$ cat src/rtl/stopwatch_run_control_if.sv
// Key/tick inputs and BCD display outputs of the stopwatch run controller.
// The lap_n key exists only when LAP_STOPWATCH_EN is defined.
interface stopwatch_run_control_if;
    logic       tick_en;
    logic       start_pause_n;
    logic       reset_req_n;
`ifdef LAP_STOPWATCH_EN
    logic       lap_n;
`endif
    logic [3:0] sec_ones;
    logic [3:0] sec_tens;
    logic [3:0] min_ones;
    logic [3:0] min_tens;
    logic       running;
    logic       overflow;

`ifdef LAP_STOPWATCH_EN
    modport master (output tick_en, start_pause_n, reset_req_n, lap_n,
                    input  sec_ones, sec_tens, min_ones, min_tens, running, overflow);
    modport slave  (input  tick_en, start_pause_n, reset_req_n, lap_n,
                    output sec_ones, sec_tens, min_ones, min_tens, running, overflow);
`else
    modport master (output tick_en, start_pause_n, reset_req_n,
                    input  sec_ones, sec_tens, min_ones, min_tens, running, overflow);
    modport slave  (input  tick_en, start_pause_n, reset_req_n,
                    output sec_ones, sec_tens, min_ones, min_tens, running, overflow);
`endif
endinterface

$ cat src/rtl/stopwatch_run_control.sv
// IDLE/RUN/PAUSE stopwatch controller holding MM:SS as four BCD digits.
// Define LAP_STOPWATCH_EN to add the lap key and display-freeze hold.
module stopwatch_run_control #(
    parameter int MAX_MINUTES = 59,
    parameter bit WRAP        = 1'b1
) (
    input  logic clk,
    input  logic rst_n,
    stopwatch_run_control_if.slave sw
);
    typedef enum logic [1:0] {IDLE, RUN, PAUSE} state_t;

    localparam logic [3:0] MAX_MT = 4'(MAX_MINUTES / 10);
    localparam logic [3:0] MAX_MO = 4'(MAX_MINUTES % 10);

    state_t     state_q, state_d;
    logic [3:0] so_q, st_q, mo_q, mt_q;
    logic [3:0] so_d, st_d, mo_d, mt_d;
    logic       ovf_q, ovf_d, run_q;
    logic       sp_cur, sp_prev, rs_cur, rs_prev;
    logic       sp_press, rs_press, tick_run, at_limit;

    // One register stage per key, then a falling-level detect against the previous sample.
    always_ff @(posedge clk or negedge rst_n) begin
        if (!rst_n) begin
            sp_cur  <= 1'b1;
            sp_prev <= 1'b1;
            rs_cur  <= 1'b1;
            rs_prev <= 1'b1;
        end else begin
            sp_cur  <= sw.start_pause_n;
            sp_prev <= sp_cur;
            rs_cur  <= sw.reset_req_n;
            rs_prev <= rs_cur;
        end
    end

    assign sp_press = sp_prev & ~sp_cur;
    assign rs_press = rs_prev & ~rs_cur;
    assign tick_run = sw.tick_en && (state_q == RUN);
    assign at_limit = (mt_q == MAX_MT) && (mo_q == MAX_MO) && (st_q == 4'd5) && (so_q == 4'd9);

    always_comb begin
        state_d = state_q;
        so_d    = so_q;
        st_d    = st_q;
        mo_d    = mo_q;
        mt_d    = mt_q;
        ovf_d   = 1'b0;
        if (rs_press) begin
            state_d = IDLE;
            so_d    = 4'd0;
            st_d    = 4'd0;
            mo_d    = 4'd0;
            mt_d    = 4'd0;
        end else begin
            if (sp_press)
                state_d = (state_q == RUN) ? PAUSE : RUN;
            if (tick_run) begin
                if (at_limit) begin
                    ovf_d = 1'b1;
                    if (WRAP) begin
                        so_d = 4'd0;
                        st_d = 4'd0;
                        mo_d = 4'd0;
                        mt_d = 4'd0;
                    end else begin
                        state_d = PAUSE;
                    end
                end else if (so_q != 4'd9) begin
                    so_d = so_q + 4'd1;
                end else begin
                    so_d = 4'd0;
                    if (st_q != 4'd5) begin
                        st_d = st_q + 4'd1;
                    end else begin
                        st_d = 4'd0;
                        if (mo_q != 4'd9) begin
                            mo_d = mo_q + 4'd1;
                        end else begin
                            mo_d = 4'd0;
                            mt_d = mt_q + 4'd1;
                        end
                    end
                end
            end
        end
    end

    always_ff @(posedge clk or negedge rst_n) begin
        if (!rst_n) begin
            state_q <= IDLE;
            so_q    <= 4'd0;
            st_q    <= 4'd0;
            mo_q    <= 4'd0;
            mt_q    <= 4'd0;
            ovf_q   <= 1'b0;
            run_q   <= 1'b0;
        end else begin
            state_q <= state_d;
            so_q    <= so_d;
            st_q    <= st_d;
            mo_q    <= mo_d;
            mt_q    <= mt_d;
            ovf_q   <= ovf_d;
            run_q   <= (state_d == RUN);
        end
    end

    assign sw.running  = run_q;
    assign sw.overflow = ovf_q;

`ifdef LAP_STOPWATCH_EN
    logic        lp_cur, lp_prev, lp_press, hold_q, hold_d;
    logic [15:0] disp_q, disp_d;

    assign lp_press = lp_prev & ~lp_cur;

    // Lap acts on the pre-edge state after reset/sp have been resolved.
    always_comb begin
        hold_d = hold_q;
        if (rs_press)
            hold_d = 1'b0;
        else if (lp_press) begin
            case (state_q)
                RUN:     hold_d = ~hold_q;
                PAUSE:   hold_d = 1'b0;
                default: hold_d = hold_q;
            endcase
        end
        disp_d = hold_d ? disp_q : {mt_d, mo_d, st_d, so_d};
    end

    always_ff @(posedge clk or negedge rst_n) begin
        if (!rst_n) begin
            lp_cur  <= 1'b1;
            lp_prev <= 1'b1;
            hold_q  <= 1'b0;
            disp_q  <= 16'd0;
        end else begin
            lp_cur  <= sw.lap_n;
            lp_prev <= lp_cur;
            hold_q  <= hold_d;
            disp_q  <= disp_d;
        end
    end

    assign {sw.min_tens, sw.min_ones, sw.sec_tens, sw.sec_ones} = disp_q;
`else
    assign sw.sec_ones = so_q;
    assign sw.sec_tens = st_q;
    assign sw.min_ones = mo_q;
    assign sw.min_tens = mt_q;
`endif
endmodule
$ cat src/flat_wrapper.sv
// flat-port wrapper written by rule: the top's interface ports become plain ports
module stopwatch_run_control_flat 
#(
    parameter int MAX_MINUTES = 59,
    parameter bit WRAP        = 1'b1
)
  (clk, rst_n, sw_tick_en, sw_start_pause_n, sw_reset_req_n, sw_sec_ones, sw_sec_tens, sw_min_ones, sw_min_tens, sw_running, sw_overflow);
  stopwatch_run_control_if sw_i ();
  input  logic clk;
  input  logic rst_n;
  input wire logic [$bits(sw_i.tick_en)-1:0] sw_tick_en;
  input wire logic [$bits(sw_i.start_pause_n)-1:0] sw_start_pause_n;
  input wire logic [$bits(sw_i.reset_req_n)-1:0] sw_reset_req_n;
  output wire logic [$bits(sw_i.sec_ones)-1:0] sw_sec_ones;
  output wire logic [$bits(sw_i.sec_tens)-1:0] sw_sec_tens;
  output wire logic [$bits(sw_i.min_ones)-1:0] sw_min_ones;
  output wire logic [$bits(sw_i.min_tens)-1:0] sw_min_tens;
  output wire logic [$bits(sw_i.running)-1:0] sw_running;
  output wire logic [$bits(sw_i.overflow)-1:0] sw_overflow;
  assign sw_i.tick_en = sw_tick_en;
  assign sw_i.start_pause_n = sw_start_pause_n;
  assign sw_i.reset_req_n = sw_reset_req_n;
  assign sw_sec_ones = sw_i.sec_ones;
  assign sw_sec_tens = sw_i.sec_tens;
  assign sw_min_ones = sw_i.min_ones;
  assign sw_min_tens = sw_i.min_tens;
  assign sw_running = sw_i.running;
  assign sw_overflow = sw_i.overflow;
  stopwatch_run_control #(.MAX_MINUTES(MAX_MINUTES), .WRAP(WRAP)) u_core (.clk(clk), .rst_n(rst_n), .sw(sw_i));
endmodule
$ cat config.mk
export PLATFORM = sky130hd
export DESIGN_NAME = stopwatch_run_control_flat
export DESIGN_NICKNAME = d
export VERILOG_FILES = /design/src/rtl/stopwatch_run_control_if.sv /design/src/rtl/stopwatch_run_control.sv /design/src/flat_wrapper.sv
export SDC_FILE = /design/constraint.sdc
export NUM_CORES = 1
export LEC_CHECK = 0
export ABC_AREA = 1
export CELL_PAD_IN_SITES_DETAIL_PLACEMENT = 0
export CELL_PAD_IN_SITES_GLOBAL_PLACEMENT = 2
export CORE_UTILIZATION = 33
export CTS_CLUSTER_SIZE = 12
export DETAILED_ROUTE_END_ITERATION = 6
export HOLD_SLACK_MARGIN = 0.06
export PLACE_DENSITY = 0.93
export SKIP_LAST_GASP = 1
export SLEW_MARGIN = 0
export SYNTH_ARGS = -nofsm -noshare
export SYNTH_HDL_FRONTEND = slang
export SYNTH_SLANG_ARGS = --single-unit
$ cat constraint.sdc
create_clock -name clk -period 3.2 [get_ports clk]
set_input_delay 0.48 -clock clk [delete_from_list [all_inputs] [get_ports clk]]
set_output_delay 0.48 -clock clk [all_outputs]
set_load 0.1 [all_outputs]
# Word level (Yosys, flattened, before mapping)
# Index checks and enable logic that the tools add are counted.
[totals] register_bits=24 output_inout_bits=18 input_bits=5 wordCells=66
[classes] muxes=27 n_reduce_logical=8 n_bitwise=4 addsub=4 eq_ne=12
[op_table] op="4-bit 2-to-1 mux" n=21
[op_table] op="4-bit by 1-bit adder with 4-bit output (second input constant)" n=4
[op_table] op="3-bit by 1-bit != test with 1-bit output (second input constant)" n=3
[op_table] op="4-bit by 3-bit equality test with 1-bit output (second input constant)" n=2
[op_table] op="4-bit equality test (second input constant)" n=2
[op_table] op="4-bit != test (second input constant)" n=2
[op_table] op="2-bit 2-to-1 mux" n=3
[op_table] op="2-bit by 1-bit equality test with 1-bit output (second input constant)" n=2
[op_table] op="1-bit logical AND" n=4
[op_table] op="4-bit by 3-bit != test with 1-bit output (second input constant)" n=1
[op_table] op="4-bit AND reduction" n=1
[op_table] op="1-bit 2-to-1 mux" n=3
[op_table] op="3-bit AND reduction" n=1
[op_table] op="1-bit bitwise AND" n=2
[op_table] op="1-bit inverter" n=2
[op_table] op="2-bit AND reduction" n=1
[op_table] op="2-bit nonzero test" n=1

# Logic depth before layout (Yosys ltp)
# Gate-level depths: netlist of run 1.
[logic_depth] ltp_word=7 depth_mapped=9

# Worst setup path after synthesis of run 1
# Ideal clock, no wire load.
[synth_timing] path_kind="register to register" startpoint="register u_core.so_q[0], in the netlist u_core.sw.sec_ones[0]" endpoint="register u_core.mo_q[2], in the netlist u_core.sw.min_ones[2]" required_ps=3075 path_slack_ps=1196 setup_time_ps=125 t_arrival_ps=1878 stages_incl_launch_ff=9 n_path_buf=0 cell_sequence="dfrtp_1 > ha_1 > nand3_2 > nand2_2 > nand2_4 > nor2_4 > inv_2 > nand2_1 > o21ai_1"
[synth_between] elab_chain_len=5 elab_cells_between_ends=9 cone_classes="eq/ne (4); mux (3); reduce/logical (2)"
[synth_rtl] element="from (decl)" line="stopwatch_run_control.sv:17" source="logic [3:0] so_q, st_q, mo_q, mt_q;"
[synth_rtl] element="from (signal assigned)" line="stopwatch_run_control.sv:93" source="so_q <= 4'd0;"
[synth_rtl] element="from (signal assigned)" line="stopwatch_run_control.sv:101" source="so_q <= so_d;"
[synth_rtl] element="4-bit equality test" line="stopwatch_run_control.sv:41" source="assign at_limit = (mt_q == MAX_MT) && (mo_q == MAX_MO) && (st_q == 4'd5) && (so_q == 4'd9);"
[synth_rtl] element="1-bit logical AND" line="stopwatch_run_control.sv:41"
[synth_rtl] element="4-bit 2-to-1 mux" line="stopwatch_run_control.sv:60" source="if (at_limit) begin"
[synth_rtl] element="4-bit 2-to-1 mux" line="stopwatch_run_control.sv:59" source="if (tick_run) begin"
[synth_rtl] element="4-bit 2-to-1 mux" line="stopwatch_run_control.sv:50" source="if (rs_press) begin"
[synth_rtl] element="to (signal assigned)" line="stopwatch_run_control.sv:103" source="mo_q <= mo_d;"
[synth_rtl] element="to (decl)" line="stopwatch_run_control.sv:17"
# Several ways; a longest one is shown, not always the timed one. The select of a mux whose other input is x is not followed.
# A chain may end at the register's enable or synchronous reset.

# Worst setup path in the final report of run 1
[layout_timing] startpoint="register u_core.run_q, in the netlist u_core.sw.running" endpoint="output sw_running"
[layout_lines] element="from (decl)" line="stopwatch_run_control.sv:19" source="logic ovf_q, ovf_d, run_q;"
[layout_lines] element="from (signal assigned)" line="stopwatch_run_control.sv:106" source="run_q <= (state_d == RUN);"
[layout_lines] element="to (decl)" line="flat_wrapper.sv:18" source="output wire logic [$bits(sw_i.running)-1:0] sw_running;"
# No word-level cell between the ends.

==> impl_summary.log, run 1 <==
[metrics] final estimated routing congestion in global placement: 0.717
[metrics] Largest stage delay, worst path: 1.12 ns
[metrics] effective utilization at floorplan: 34.6%
[metrics] RSZ-0062 raised after global routing: no
[metrics] Critical Path End Type: primary output
[metrics] Critical Path Start: u_core.sw.running$_DFF_PN0_
[metrics] Hold Path Stages: 0
[metrics] crit share post-route: 68.6%
[metrics] Setup crit start kind: register
[metrics] register-to-register path setup slack: 1.71 ns
[metrics] H-Tree Depth: 1
[metrics] Max Fanout on Critical Path: 1
[metrics] aggregate global routing overflow: 0
[metrics] clock buffer depth: 2
[metrics] type of the setup path with the least slack: register to primary output
[metrics] number of stages on the worst setup path: 1
[metrics] Power Dens Cells: 773 mW/mm2
[metrics] placed wire-length estimate after detailed placement: 1690 um
[metrics] Resized Gates After CTS: 0
[metrics] CP top delay family: buffers and inverters
[metrics] termination of the worst setup path: sw_running
[metrics] part of the Yosys area used for sequential elements: 47.8%
[metrics] area of the multi-input gates: 574 um2
[metrics] cell at the root of the clock tree: clkbuf_8
[metrics] standard cell core area: 0.00366 mm2
[metrics] worst reg2reg path depth: 5
[metrics] maximum number of pins on one net before global-route repair: 24
[metrics] total number of yosys warnings: 0
[metrics] worst slew pin tran: 1.03 ns
[metrics] CTS tree: yes
[metrics] routed wire length: 2330 um
[metrics] leading cell types in the layout, fill and taps excluded: nand2_1 (24), dfrtp_1 (20), buf_4 (18)
[metrics] number of global-route vias before repair: 904
[metrics] Detailed Routing Iterations Pass 1: 4
[metrics] number of hold-repair buffers added at the cts stage: 0
[metrics] first-pass GRT wire length: 4090 um
[metrics] total negative slack: 0 ns
[metrics] Synth Area per Inst: 9.12 um2
[metrics] fraction of post-synthesis cell area in the top cell type by area: 39.5%
[metrics] Distinct cells, synth: 24
[metrics] CP arrival: 1.71 ns
[metrics] minimum period implied by the final worst setup slack: 2.19 ns
[metrics] placed cell areas: 0.00152 mm2
[metrics] count of state elements after synthesis: 24
[metrics] Max stage delay cell, worst path: clkdlybuf4s50_1
[metrics] number of max-capacitance violations reported: 0
[metrics] final cell count without fillers: 214
[metrics] buffer count from post-CTS setup fixing: 0
[metrics] post-route worst setup slack: 1.01 ns
[metrics] pre-CTS setup slack: 1.30 ns
[metrics] number of nets at the end of the flow: 180
[metrics] post-synth net total: 152
[metrics] CTS Buf Count: 3
[metrics] area of all placed cells without fillers: 0.00159 mm2
[metrics] antenna violations before repair: 0
[metrics] number of cells produced by synthesis: 139
[metrics] area of the die: 0.00409 mm2
[metrics] Max Clock Skew: 0.00621 ns
[metrics] per-cell via count in the routed design: 4.54
[metrics] Final Max Tran Viols: 0
[metrics] proportion of layout cells with a drive suffix above 1: 25.3%
[metrics] maximum vdd drop: 0.528 mV
[metrics] Max Freq: 0.456 GHz
[metrics] crit path cell chain: clkdlybuf4s50_1
[metrics] Crit Reg-Reg Startpoint: u_core.rs_cur$_DFF_PN1_
[metrics] count of input and output buffers: 22
[metrics] Die H: 64.0 um
[metrics] number of setup violations in the final report: 0
[metrics] Synth Cell Area: 0.00127 mm2
[metrics] leading cell types by total area after synthesis: dfrtp_1 (39%), dfstp_2 (8.3%), ha_1 (7.9%)
[metrics] worst min-delay path category: register to register
[metrics] buffering stage count on the worst path with inverters included: 1
[metrics] number of placement rows: 22
[metrics] filler instances: 372
[metrics] DRT iter0 DRCs: 51
[metrics] overall die width: 64.0 um
[metrics] dpl cells: 210
[metrics] CTS clock-pin slew for the worst setup and hold paths: 0.09 ns
[metrics] data required time at the worst endpoint: 2.72 ns
[metrics] footprint of the flip-flops and latches: 606 um2
[metrics] Slew headroom: 31.0%
[metrics] routed length per instance: 10.9 um
[metrics] I/O pin count: 23
[metrics] capturing point of the worst reg2reg path: u_core.sw.sec_ones[0]$_DFFE_PN0P_
[metrics] total via count after detailed routing: 972
[metrics] clk_lat worst skew: 0.26 ns
[metrics] biggest area consumer among synthesized cells: dfrtp_1
[metrics] LEAKAGE: 0.778 nW
[metrics] final-report hold violation count: 0
[metrics] final antenna-violating net count: 0
[metrics] most common cell after layout, fill and taps aside: nand2_1
[metrics] DR DRC count: 0
[metrics] growth of design area from synthesis to finish: 25.4%
[metrics] global-route total usage across every layer: 13.0%
[metrics] antenna fix cells: 0
[metrics] result of the run: finished, final reports clean
[metrics] sinks on the clock net: 24
-- logic make-up after synthesis --
kind of cell	after synthesis	synth area share [%]
muxes	1	0.790
buffers and inverters	23	6.91
AOI/OAI and AO/OA	17	6.91
xor gates and xnor gates	4	2.76
DFF	24	47.8
and+or+nand+nor	62	26.9
adders and majority gates	8	7.90
-- metrics by stage --
stage	power [mW]	hold WS (ns)	utilization [%]
after global placement	0.962	0.357	41.5
after floorplan	0.850	0.184	-
after global routing	1.30	0.377	43.4
after CTS	1.25	0.373	43.4
final	1.23	0.372	43.4
after detailed placement	0.974	0.360	41.5
-- state kept, by name, summed over array words and instances, names as in the netlist --
name	count
u_core.sp_cur	1
u_core.sw.running	1
u_core.sw.min_ones	4
u_core.rs_cur	1
u_core.sw.sec_ones	4
u_core.sw.min_tens	4
u_core.state_q	2
u_core.rs_prev	1
u_core.sw.sec_tens	4
u_core.sp_prev	1
u_core.sw.overflow	1
-- synthesized netlist by cell type (all sizes together) --
| master | n |
|---|---|
| a21oi | 1 |
| nor3 | 1 |
| buf | 1 |
| ha | 8 |
| mux2i | 1 |
| nand2 | 29 |
| nand3b | 3 |
| or2 | 1 |
| nand4 | 4 |
| dfstp | 4 |
| o22ai | 2 |
| xor2 | 4 |
| nand3 | 15 |
| dfrtp | 20 |
| inv | 22 |
| o21ai | 14 |
| nor2 | 9 |
-- worst min-delay path by stage --
stage | to | startpoint | slack, ns
after floorplan | u_core.state_q[0]$_DFF_PN0_ | rst_n | 0.18
after global placement | u_core.rs_prev$_DFF_PN1_ | u_core.rs_cur$_DFF_PN1_ | 0.36
after detailed placement | u_core.rs_prev$_DFF_PN1_ | u_core.rs_cur$_DFF_PN1_ | 0.36
after CTS | u_core.rs_prev$_DFF_PN1_ | u_core.rs_cur$_DFF_PN1_ | 0.37
after global routing | u_core.rs_prev$_DFF_PN1_ | u_core.rs_cur$_DFF_PN1_ | 0.38
final | u_core.rs_prev$_DFF_PN1_ | u_core.rs_cur$_DFF_PN1_ | 0.37
-- layout make-up --
cell class	count	share of cell area (%)
clock buffers	3	2.60
clock inverters	1	1.89
inverters	22	5.20
multi-input cells	92	36.1
flip-flops and latches	24	38.1
well taps	48	3.78
repair buffers	24	12.3
-- routing by layer --
layer	up-vias	GRT usage [%]	wire, um
met4	0	5.97	19
li1	505	-	-
met5	-	0	0
met3	2	2.68	69
met2	15	20.6	1100
met1	450	16.9	1150
-- report_power, final --
part	total (mW)	switching (mW)	internal (mW)
clock network	0.264	0.0970	0.167
logic	0.548	0.426	0.122
registers	0.416	0.0624	0.354
total	1.23	0.586	0.643
No activity file was read; power rests on OpenSTA's default activity.
==> inputs of run 2 (changes only) <==
CORE_UTILIZATION = 28   (was 33)
PLACE_DENSITY = 0.85   (was 0.93)
clock period = 1.79 ns   (was 3.2 ns; I/O delays follow)
==> run 2 against run 1 <==
Global-route usage is 2.1 points lower; largest cell class unchanged; power is 90% higher; clock power is 38% higher; via count is 1.0% higher; critical path depth is 6 higher; register-to-register slack worse by 1.4 ns; clock skew is 0.0044 ns lower; cell count is 1.4% higher; non-clock buffer count is 1 lower; largest power group unchanged; setup slack worse by 0.69 ns; die area is 17% higher; sequential share of layout area is 3.4 points lower.
==> impl_summary.log, run 2 (synthesis results as in run 1) <==
[metrics] Worst Hold Slack: 0.356 ns (was 0.372 ns)
[metrics] aggregate global routing overflow: 0 (unchanged)
[metrics] per-cell via count in the routed design: 4.53 (was 4.54)
[metrics] Detailed Routing Iterations Pass 1: 4 (unchanged)
[metrics] worst min-delay path category: primary input to async pin (was register to register)
[metrics] placed wire-length estimate after detailed placement: 1780 um (was 1690 um)
[metrics] capturing point of the worst reg2reg path: u_core.sw.min_ones[3]$_DFFE_PN0P_ (was u_core.sw.sec_ones[0]$_DFFE_PN0P_)
[metrics] minimum period implied by the final worst setup slack: 1.48 ns
[metrics] Final Max Tran Viols: 0 (unchanged)
[metrics] Setup crit start kind: register (unchanged)
[metrics] most prevalent standard cell on the critical path: nand2_2
[metrics] dpl cells: 213 (was 210)
[metrics] data required time at the worst endpoint: 1.94 ns (was 2.72 ns)
[metrics] Die H: 69.3 um (was 64.0 um)
[metrics] final estimated routing congestion in global placement: 0.753 (was 0.717)
[metrics] Power Dens Cells: 1310 mW/mm2 (was 773 mW/mm2)
[metrics] antenna violations before repair: 0 (unchanged)
[metrics] crit path cell chain: nand2_2, nand2_2, nand2_4, nor2_4, inv_2, nand2_1, o21ai_1 (was clkdlybuf4s50_1)
[metrics] effective utilization at floorplan: 29.1% (was 34.6%)
[metrics] type of the setup path with the least slack: register to register (was register to primary output)
[metrics] area of the multi-input gates: 574 um2 (unchanged)
[metrics] LEAKAGE: 0.809 nW (was 0.778 nW)
[metrics] worst reg2reg path depth: 7 (was 5)
[metrics] number of global-route vias before repair: 980 (was 904)
[metrics] count of input and output buffers: 22 (unchanged)
[metrics] pre-CTS setup slack: 0.227 ns (was 1.30 ns)
[metrics] I/O pin count: 23 (unchanged)
[metrics] most common cell after layout, fill and taps aside: nand2_1 (unchanged)
[metrics] cell at the root of the clock tree: clkbuf_8 (unchanged)
[metrics] area of the die: 0.00480 mm2 (was 0.00409 mm2)
[metrics] H-Tree Depth: 1 (unchanged)
[metrics] CP arrival: 1.63 ns (was 1.71 ns)
[metrics] Critical Path End Type: register (was primary output)
[metrics] total via count after detailed routing: 982 (was 972)
[metrics] Max Fanout on Critical Path: 15 (was 1)
[metrics] final antenna-violating net count: 0 (unchanged)
[metrics] final cell count without fillers: 217 (was 214)
[metrics] footprint of the flip-flops and latches: 617 um2 (was 606 um2)
[metrics] clock buffer depth: 2 (unchanged)
[metrics] RSZ-0062 raised after global routing: no (unchanged)
[metrics] Crit Reg-Reg Startpoint: u_core.rs_prev$_DFF_PN1_ (was u_core.rs_cur$_DFF_PN1_)
[metrics] DRT iter0 DRCs: 33 (was 51)
[metrics] first-pass GRT wire length: 4260 um (was 4090 um)
[metrics] standard cell core area: 0.00435 mm2 (was 0.00366 mm2)
[metrics] CTS tree: yes (unchanged)
[metrics] global-route total usage across every layer: 10.9% (was 13.0%)
[metrics] number of max-capacitance violations reported: 0 (unchanged)
[metrics] CTS clock-pin slew for the worst setup and hold paths: 0.08 ns (was 0.09 ns)
[metrics] number of setup violations in the final report: 0 (unchanged)
[metrics] DR DRC count: 0 (unchanged)
[metrics] number of placement rows: 24 (was 22)
[metrics] buffer count from post-CTS setup fixing: 0 (unchanged)
[metrics] Largest stage delay, worst path: 0.53 ns (was 1.12 ns)
[metrics] register-to-register path setup slack: 0.31 ns (was 1.71 ns)
[metrics] sinks on the clock net: 24 (unchanged)
[metrics] proportion of layout cells with a drive suffix above 1: 31.5% (was 25.3%)
[metrics] number of hold-repair buffers added at the cts stage: 0 (unchanged)
[metrics] Resized Gates After CTS: 0 (unchanged)
[metrics] routed length per instance: 10.7 um (was 10.9 um)
[metrics] filler instances: 424 (was 372)
[metrics] growth of design area from synthesis to finish: 40.2% (was 25.4%)
[metrics] clk_lat worst skew: 0.26 ns (about the same)
[metrics] crit share post-route: 82.5%
[metrics] final-report hold violation count: 0 (unchanged)
[metrics] total negative slack: 0 ns (unchanged)
[metrics] Max stage delay cell, worst path: dfstp_2 (was clkdlybuf4s50_1)
[metrics] Max Clock Skew: 0.00184 ns (was 0.00621 ns)
[metrics] Slew headroom: 77.1% (was 31.0%)
[metrics] CTS Buf Count: 3 (unchanged)
[metrics] overall die width: 69.3 um (was 64.0 um)
[metrics] maximum vdd drop: 0.768 mV (was 0.528 mV)
[metrics] antenna fix cells: 0 (unchanged)
[metrics] routed wire length: 2330 um (about the same)
[metrics] Max Freq: 0.677 GHz
[metrics] leading cell types in the layout, fill and taps excluded: nand2_1 (24), inv_1 (17), buf_12 (16) (was nand2_1 (24), dfrtp_1 (20), buf_4 (18))
[metrics] number of nets at the end of the flow: 179 (was 180)
[metrics] worst slew pin tran: 0.343 ns (was 1.03 ns)
[metrics] result of the run: finished, final reports clean (unchanged)
[metrics] maximum number of pins on one net before global-route repair: 25 (was 24)
[metrics] post-route worst setup slack: 0.313 ns (was 1.01 ns)
run 2: metrics by stage:
stage                     power (mW)  instance area (um2)  utilization (%)
after floorplan                 1.53                 1280                -
after global placement          1.97                 1720             39.5
after detailed placement        1.99                 1720             39.5
after CTS                       2.36                 1780             40.8
after global routing            2.46                 1780             40.8
final                           2.33                 1780             40.8
run 2: worst max-delay path by stage:
stage | startpoint | end | slack, ns | cells after the start
2_1_floorplan | u_core.sw.sec_ones[2]$_DFFE_PN0P_ | u_core.sw.min_tens[1]$_DFFE_PN0P_ | 0.03 | 8
3_3_place_gp | sw_tick_en | u_core.sw.min_ones[1]$_DFFE_PN0P_ | 0.26 | 8
3_5_place_dp | sw_tick_en | u_core.sw.min_ones[3]$_DFFE_PN0P_ | 0.23 | 8
4_1_cts | u_core.rs_cur$_DFF_PN1_ | u_core.sw.sec_ones[0]$_DFFE_PN0P_ | 0.30 | 5
5_1_grt | u_core.rs_cur$_DFF_PN1_ | u_core.sw.min_tens[1]$_DFFE_PN0P_ | 0.19 | 8
6_report | u_core.rs_prev$_DFF_PN1_ | u_core.sw.min_ones[3]$_DFFE_PN0P_ | 0.31 | 7
run 2: final cells by class:
| class | count | area share (%) |
|---|---|---|
| flip-flops and latches | 24 | 34.7 |
| multi-input cells | 92 | 32.3 |
| repair buffers | 23 | 21.5 |
| inverters | 22 | 4.65 |
| well taps | 52 | 3.66 |
| clock buffers | 4 | 3.10 |
run 2: routing by layer:
layer  track usage (%)  up-vias  share of wire, %
met5                 0        -                 0
met4              4.08        0              0.94
met3              2.03        2               3.1
met2              18.0       14                48
met1              14.2      463                47
li1                  -      503                 -
run 2: critical path, delay by kind of cell (launching register included):
kind                   cells  cell delay [ns]
AOI/OAI and AO/OA          1             0.06
buffers and inverters      1             0.07
DFF                        1             0.53
and+or+nand+nor            5             0.70
run 2: power by group:
part | internal (mW) | total, mW | switching (mW)
combinational | 0.405 | 1.17 | 0.760
clock | 0.196 | 0.364 | 0.168
sequential | 0.643 | 0.801 | 0.157
